$ cat src/rtl/controle_escrita_reg.sv
// ---------------------------------------------------------------------------
// controle_escrita_reg
//
// Writeback sequencer for the register-file write path. It takes one
// writeback request per instruction and drives the writeback-mux source
// select. It waits for slow sources (data memory, HiLo, user input) to
// report ready, then issues a single register-write strobe. While a slow
// source is pending, the front end is stalled.
//
// Optional feature: define WB_TIMEOUT_EN to add a wait-cycle limit
// (TIMEOUT_CICLOS) for the memory and HiLo sources. Without it, the
// sequencer waits indefinitely and erroTimeout is always 0.
//
// Ports
//   clock          in   system clock, rising-edge active
//   reset          in   synchronous active-high reset
//   wbReq          in   writeback request, held until accepted
//   wbSrc[2:0]     in   source code (000 HiLo, 001 ULA, 010 RS, 011 MEM,
//                       100 entrada, 101 imediato, 110 PC, 111 illegal)
//   wbDest[4:0]    in   destination register index
//   memPronto      in   data-memory read data valid
//   hiloPronto     in   HiLo result valid
//   entradaPronta  in   user confirmed input switches
//   dadoRegControl out  writeback mux select (registered)
//   regDestino     out  register-file write address (registered)
//   escreveReg     out  register-file write enable, one-cycle pulse
//   stall          out  front-end stall, high exactly while waiting
//   erroSrc        out  one-cycle pulse on an illegal source code
//   erroTimeout    out  one-cycle pulse on a wait timeout
// ---------------------------------------------------------------------------
module controle_escrita_reg #(
    parameter int TIMEOUT_CICLOS = 1024
) (
    input  logic       clock,
    input  logic       reset,
    input  logic       wbReq,
    input  logic [2:0] wbSrc,
    input  logic [4:0] wbDest,
    input  logic       memPronto,
    input  logic       hiloPronto,
    input  logic       entradaPronta,
    output logic [2:0] dadoRegControl,
    output logic [4:0] regDestino,
    output logic       escreveReg,
    output logic       stall,
    output logic       erroSrc,
    output logic       erroTimeout
);

    typedef enum logic [1:0] {
        OCIOSO  = 2'b00,
        ESPERA  = 2'b01,
        ESCREVE = 2'b10
    } state_t;

    localparam logic [2:0] SRC_HILO    = 3'b000;
    localparam logic [2:0] SRC_MEM     = 3'b011;
    localparam logic [2:0] SRC_ENTRADA = 3'b100;
    localparam logic [2:0] SRC_ILEGAL  = 3'b111;

    state_t     state;
    state_t     state_next;
    logic [2:0] sel_next;
    logic [4:0] dest_next;
    logic       err_src_next;
    logic       err_to_next;
    logic       ready_sel;
    logic       expired;

    function automatic logic src_is_slow(input logic [2:0] src);
        return (src == SRC_HILO) || (src == SRC_MEM) || (src == SRC_ENTRADA);
    endfunction

    // Only the flag belonging to the latched source matters; the others
    // are don't-cares even if they toggle.
    always_comb begin
        ready_sel = 1'b0;
        case (dadoRegControl)
            SRC_HILO:    ready_sel = hiloPronto;
            SRC_MEM:     ready_sel = memPronto;
            SRC_ENTRADA: ready_sel = entradaPronta;
            default:     ready_sel = 1'b0;
        endcase
    end

`ifdef WB_TIMEOUT_EN
    logic [15:0] wait_cnt;
    logic        counts;

    // User input is operator-paced and is never timed out.
    assign counts  = (dadoRegControl == SRC_HILO) || (dadoRegControl == SRC_MEM);
    // The counter starts at 0 in the first wait cycle, so reaching LIMIT-1
    // while still not ready means LIMIT wait cycles have elapsed.
    assign expired = counts && (wait_cnt == 16'(TIMEOUT_CICLOS - 1));

    // Held at zero outside ESPERA, which clears it on every entry.
    always_ff @(posedge clock) begin
        if (reset) begin
            wait_cnt <= 16'd0;
        end else if (state != ESPERA) begin
            wait_cnt <= 16'd0;
        end else if (counts) begin
            wait_cnt <= wait_cnt + 16'd1;
        end
    end
`else
    logic unused_timeout_cfg;

    assign expired            = 1'b0;
    assign unused_timeout_cfg = ^TIMEOUT_CICLOS;
`endif

    // Next state and next values of the registered outputs.
    always_comb begin
        state_next   = state;
        sel_next     = dadoRegControl;
        dest_next    = regDestino;
        err_src_next = 1'b0;
        err_to_next  = 1'b0;

        case (state)
            ESPERA: begin
                if (ready_sel) begin
                    state_next = ESCREVE;
                end else if (expired) begin
                    state_next  = OCIOSO;
                    err_to_next = 1'b1;
                end
            end
            // OCIOSO and ESCREVE both accept; ESCREVE accepting gives
            // back-to-back writes at one per cycle.
            default: begin
                if (wbReq) begin
                    if (wbSrc == SRC_ILEGAL) begin
                        state_next   = OCIOSO;
                        err_src_next = 1'b1;
                    end else begin
                        sel_next   = wbSrc;
                        dest_next  = wbDest;
                        state_next = src_is_slow(wbSrc) ? ESPERA : ESCREVE;
                    end
                end else begin
                    state_next = OCIOSO;
                end
            end
        endcase
    end

    // Every output is a flop fed from the next-state decode, so the strobes
    // and stall line up with the state they describe.
    always_ff @(posedge clock) begin
        if (reset) begin
            state          <= OCIOSO;
            dadoRegControl <= 3'b001;
            regDestino     <= 5'd0;
            escreveReg     <= 1'b0;
            stall          <= 1'b0;
            erroSrc        <= 1'b0;
            erroTimeout    <= 1'b0;
        end else begin
            state          <= state_next;
            dadoRegControl <= sel_next;
            regDestino     <= dest_next;
            // Register 0 is hard-wired; the sequence completes but never writes it.
            escreveReg     <= (state_next == ESCREVE) && (dest_next != 5'd0);
            stall          <= (state_next == ESPERA);
            erroSrc        <= err_src_next;
            erroTimeout    <= err_to_next;
        end
    end

endmodule

$ cat config.mk
export PLATFORM = sky130hd
export DESIGN_NAME = controle_escrita_reg
export DESIGN_NICKNAME = d
export VERILOG_FILES = /design/src/rtl/controle_escrita_reg.sv
export SDC_FILE = /design/constraint.sdc
export NUM_CORES = 1
export LEC_CHECK = 0
export BUFFER_PORTS_ARGS = -buffer_cell sky130_fd_sc_hd__buf_2
export CAP_MARGIN = 20
export CORE_AREA = 2 2 39 41
export CTS_BUF_LIST = sky130_fd_sc_hd__clkbuf_4 sky130_fd_sc_hd__clkbuf_8
export CTS_CLUSTER_DIAMETER = 30
export CTS_CLUSTER_SIZE = 24
export DETAILED_ROUTE_END_ITERATION = 16
export DIE_AREA = 0 0 41 43
export PLACE_DENSITY = 0.85
export REMOVE_ABC_BUFFERS = 1
export SLEW_MARGIN = 20
export SYNTH_ARGS = -nofsm -noshare
export SYNTH_HDL_FRONTEND = slang
export SYNTH_SLANG_ARGS = --single-unit
$ cat constraint.sdc
create_clock -name clock -period 2.5 [get_ports clock]
set_clock_uncertainty 0.1 [all_clocks]
set_input_delay 0.5 -clock clock [delete_from_list [all_inputs] [get_ports clock]]
set_output_delay 0.5 -clock clock [all_outputs]
set_load 0.02 [all_outputs]
* After elaboration in Yosys (flattened, before gate mapping)
Cells that the tools add are included.
** Word-level totals
- Bits in registers :: 13
- Bits in latches :: 0
- Bits in writable memories :: 0
- Memory bits (read-only) :: 0
- Bits of input ports :: 14
- Output and inout port bits :: 12
- Logic and storage cells :: 35
- Memories kept :: 0
** Cells by class
- Add/sub/neg operators :: 0
- $mul :: 0
- Divide/modulo/power cells :: 0
- Order comparisons :: 0
- Eq/ne operators :: 8
- Shift-type cells :: 0
- Muxes and demuxes :: 10
- Bitwise logic cells :: 3
- Reductions and logical operators :: 8
** Operators with widths (number)
- $mux W5 :: 3
- $mux W2 :: 5
- $eq A3 B3 Y1 const B :: 3
- $eq A3 B2 Y1 const B :: 2
- $logic_not A3 Y1 :: 2
- $reduce_bool A5 Y1 :: 1
- $eq A2 B1 Y1 const B :: 2
- $not A1 Y1 :: 3
- $pmux W1 S3 :: 1
- $reduce_and A3 Y1 :: 1
- $reduce_or A3 Y1 :: 1
- $eq A2 B2 Y1 const B :: 1
- $logic_or A1 B1 Y1 :: 2
- $logic_and A1 B1 Y1 :: 1
- $mux W1 :: 1

* Depth between registers and ports, before layout
- Depth after elaboration :: 9
- Gate-level depth with buffers :: 6
- Mapped depth without buffers :: 6

* Least setup slack after synthesis
No wires, ideal clock.
- Path kind :: reg2reg
- From :: reg dadoRegControl[2]
- To :: reg escreveReg
- Setup time :: 115 ps
- Arrival :: 1368 ps
- Required time :: 2285 ps
- Slack :: 918 ps
- Cell stages (with the launch flop) :: 5
- Buffers on the path :: 0
- Clock period less this slack :: 1582 ps
- Path through :: dfxtp_1 -> mux2_1 -> a211o_1 -> and3b_4 -> o21a_1
** Between the ends
- Longest elaborated chain between the ends :: 6
- Elaborated cells on any way between the ends :: 8
- Classes of those cells :: 3 x eq/ne; 3 x mux; 2 x reduce/logical
** Ends and longest elaborated chain
- from (decl) :: line 42 : output logic [2:0] dadoRegControl,
- from (signal assigned) :: line 162 : dadoRegControl <= sel_next;
- $eq A3 B3 Y1 (tied with other cells) :: line 78 : case (dadoRegControl)
- $pmux W1 S3 * :: line 78
- $mux W2 * :: line 123 : if (ready_sel) begin
- $mux W2 * :: line 121 : case (state)
- $eq A2 B2 Y1 * :: line 165 : escreveReg <= (state_next == ESCREVE) && (dest_next != 5'd0);
- $logic_and A1 B1 Y1 * :: line 165
- to (signal assigned) :: line 165
- to (decl) :: line 44 : output logic escreveReg,
Every way passes the cells marked *; elsewhere a longest branch is shown, timed or not.
A chain may end at the register's enable or synchronous reset.

* Worst setup path after layout
- From :: in wbSrc[0]
- To :: reg stall
** Between the ends
- Longest elaborated chain between the ends :: 8
- Elaborated cells on any way between the ends :: 11
- Classes of those cells :: 4 x eq/ne; 4 x mux; 3 x reduce/logical
** Ends and longest elaborated chain
- from (decl) :: line 37 : input logic [2:0] wbSrc,
- $eq A3 B2 Y1 / $logic_not A3 Y1 (equally long branches) :: line 71 : return (src == SRC_HILO) || (src == SRC_MEM) || (src == SRC_ENTRADA);
- $logic_or A1 B1 Y1 (2 in a row) :: line 71
- $mux W2 :: line 140 : state_next = src_is_slow(wbSrc) ? ESPERA : ESCREVE;
- $mux W2 * :: line 134 : if (wbSrc == SRC_ILEGAL) begin
- $mux W2 * :: line 133 : if (wbReq) begin
- $mux W2 * :: line 121
- $eq A2 B1 Y1 * :: line 166 : stall <= (state_next == ESPERA);
- to (signal assigned) :: line 166
- to (decl) :: line 45 : output logic stall,
Marks and branches as above.

==> out/qor.yml <==
worst_setup_path:
  crit_buf_inv: 1
  crit_required_ps: 2610
  cpPeakStageDelay_ps: 410
  crit_end: "stall"
  cp_top_family: "simple AND/OR/NAND/NOR gates"
  regToRegStartpoint: "dadoRegControl[2]"
  worst-path-stages: 6
  r2r_end: "escreveReg"
  crit_type: "in -> reg"
  crit_path_cell_trace: "buf_2 > ha_1 > nand2_1 > nand3_1 > or3_1 > a21oi_1"
  worst_setup_path_end_kind: "flop"
  path_max_fanout: 5
  slowest_stage: "or3_1"
  worstSetupStartpoint: "wbSrc[0]"
  worst_ep_arrival_time_ps: 1670
  worst-r2r-setup-slack_ps: 960
  crit_path_start_kind: "input port"
  worst_r2r_path_depth: 4
placed_design:
  dpl_worst_slack_ps: 643.4
  dp_hpwl_um: 900.8
  placedCellCount: 100
  port_buffers: 24
  gp_routability_congestion: 0.7308
power:
  seqPwrFrac: 0.495
  combPwrFrac: 0.205
  powerDensity_nw_per_um2: 634.0
  p_leak_nw: 0.3877
  p_switching_mw: 0.1279
  p_clk_frac: 0.300
  intPower_mw: 0.3370
  ir_drop_mv: 0.2993
  swShare: 0.2751
cts:
  cts.clk_slew.worst_paths_ps: 80
  cts_resized: 0
  cts_root_buf: "clkbuf_4"
  clock_latency_ps: 270
  cts_tree: "done"
  cts.sinks: 13
  htree_levels: 1
  numCtsBuffers: 3
  cts_setup_buffers: 0
  cts.path.max_buffers: 2
  cts_hold_buf: 0
outcome:
  status: "completed"
synthesis:
  synth_seq_cells: 13
  ys_warn_count: 0
  synth_edf_count: 0
  yosys.area.top_type: "dfxtp_1"
  synth.most_common_cell: "dfxtp_1"
  ys_seq_area_frac: 0.4551
  netlist-cell-type-count: 23
  syn_area_per_cell_um2: 9.223
  postSynthCellCount: 62
  yosys.area.top_type_share: 0.4551
  synthTopCellsByArea: "dfxtp_1 46%, mux2i_1 11%, nor2_1 7.9%"
  synth-async-reset-ratio: 0
  netlist_area_um2: 571.8
  ys.flop_type: "dfxtp_1"
  synth_common_cells: "13 x dfxtp_1, 12 x nor2_1, 6 x mux2i_1, 4 x nand2_1"
floorplan:
  die_x_um: 41
  pin_count: 26
  start_util: 0.4132
  placeableCoreArea_um2: 1384
  rows: 14
  dieArea_um2: 1763
  die_h_um: 43
route:
  avgViaCountPerCell: 5.048
  ant_nets: 0
  vias: 525
  drt_iter0_drc: 4
  wl_per_cell_um: 10.84
  route.detailed.drc: 0
  firstDrtPassIters: 3
  routed_wirelength_mm: 1.127
sta:
  period_needed_ps: 1564
  clock.fmax_mhz: 639.3
  setup_tns_ps: 0
  rsz0062_at_grt: "no"
  slew_violations: 0
  setup_viol: 0
  final-hold-violation-count: 0
  setup_slack_ps: 935.8
  finalCritPeriodShare: 0.6257
job:
  max-cap-violations: 0
global_route:
  grt_max_degree: 13
  grtUsageTotal: 0.1486
  first_global_vias: 491
  grt_overflow_total: 0
  antenna_found_initial: 0
  grt_pass1_wl_mm: 1.794
finish:
  fin_cells: 104
  fill_cells: 142
  fin_nets: 105
  layout-drive-gt1-share: 0.3523
  diodes: 0
  synthToLayoutAreaGrowth_pct: 28.23
hold_path:
  min_path_type: "in -> reg"
==> state kept, by name, indices dropped and copies added, names as in the netlist <==
register,count
regDestino,5
dadoRegControl,3
state,2
erroSrc,1
escreveReg,1
stall,1
==> metrics by stage <==
stage | hold slack [ps] | util | instance area (µm²) | power [mW]
CTS | 361.2 | 0.5298 | 733.2 | 0.4696
global placement | 395.3 | 0.5081 | 703.2 | 0.3281
finish | 365.2 | 0.5298 | 733.2 | 0.4648
floorplan | 469.1 | - | 555.5 | 0.2946
detailed placement | 403.4 | 0.5081 | 703.2 | 0.3311
global route | 370.8 | 0.5298 | 733.2 | 0.4890
==> final cells by class <==
| class | count | area, µm² | share of cell area |
|---|---|---|---|
| multi-input cells | 43 | 284.0 | 0.3874 |
| repair buffers | 25 | 127.6 | 0.1741 |
| well taps | 16 | 20.02 | 0.02730 |
| inverters | 3 | 11.26 | 0.01536 |
| flip-flops and latches | 13 | 260.3 | 0.3549 |
| clock buffers | 4 | 30.03 | 0.04096 |
==> placed cells by master, fill, tap and decap left out, types with 2 or more instances in the layout <==
cell / n
or4_1: 2
inv_1: 3
nor3_1: 2
mux2i_1: 6
nor2_1: 12
ha_1: 2
dfxtp_1: 13
clkbuf_4: 4
a211o_1: 2
nand2_1: 4
buf_2: 24
o21a_1: 3
==> per-layer routing <==
layer | vias up | track usage | share of wire
li1 | 263 | - | -
met1 | 233 | 0.1645 | 0.40
met2 | 25 | 0.2469 | 0.48
met3 | 4 | 0.03141 | 0.098
met4 | 0 | 0.08000 | 0.020
met5 | - | 0 | 0
==> cell families after synthesis <==
family,after synthesis,synth area share
AO/OA/AOI/OAI,7,0.08972
adder cells (fa/ha/maj),2,0.04376
buffers and inverters,6,0.04813
flip-flops,13,0.4551
multiplexers,7,0.1247
other,1,0.006558
AND/OR/NAND/NOR,26,0.2319
==> power groups by stage <==
| stage | sequential, mW | clock (mW) | combinational [mW] |
|---|---|---|---|
| 2_1_floorplan | 0.249 | 0 | 0.0455 |
| 3_3_place_gp | 0.235 | 0 | 0.0935 |
| 3_5_place_dp | 0.235 | 0 | 0.0959 |
| 4_1_cts | 0.230 | 0.143 | 0.0966 |
| 5_1_grt | 0.232 | 0.150 | 0.107 |
| 6_report | 0.230 | 0.140 | 0.0953 |
==> worst register-to-register path, cell delays in order (launching register included) <==
cell and delay (ps):
dfxtp_1 380, mux2_1 340, a211o_1 340, and3b_4 190, o21a_1 100
==> how the worst min path moves through the flow <==
| stage | endpoint | depth (start not counted) | slack, ps | start |
|---|---|---|---|---|
| floorplan | stall | 1 | 470 | reset |
| global route | regDestino[2] | 3 | 370 | wbDest[2] |
| CTS | regDestino[2] | 3 | 360 | wbDest[2] |
| global placement | regDestino[4] | 2 | 400 | regDestino[4] |
| detailed placement | dadoRegControl[0] | 1 | 400 | dadoRegControl[0] |
| finish | regDestino[2] | 3 | 370 | wbDest[2] |
Power figures use the tool's default switching activity.
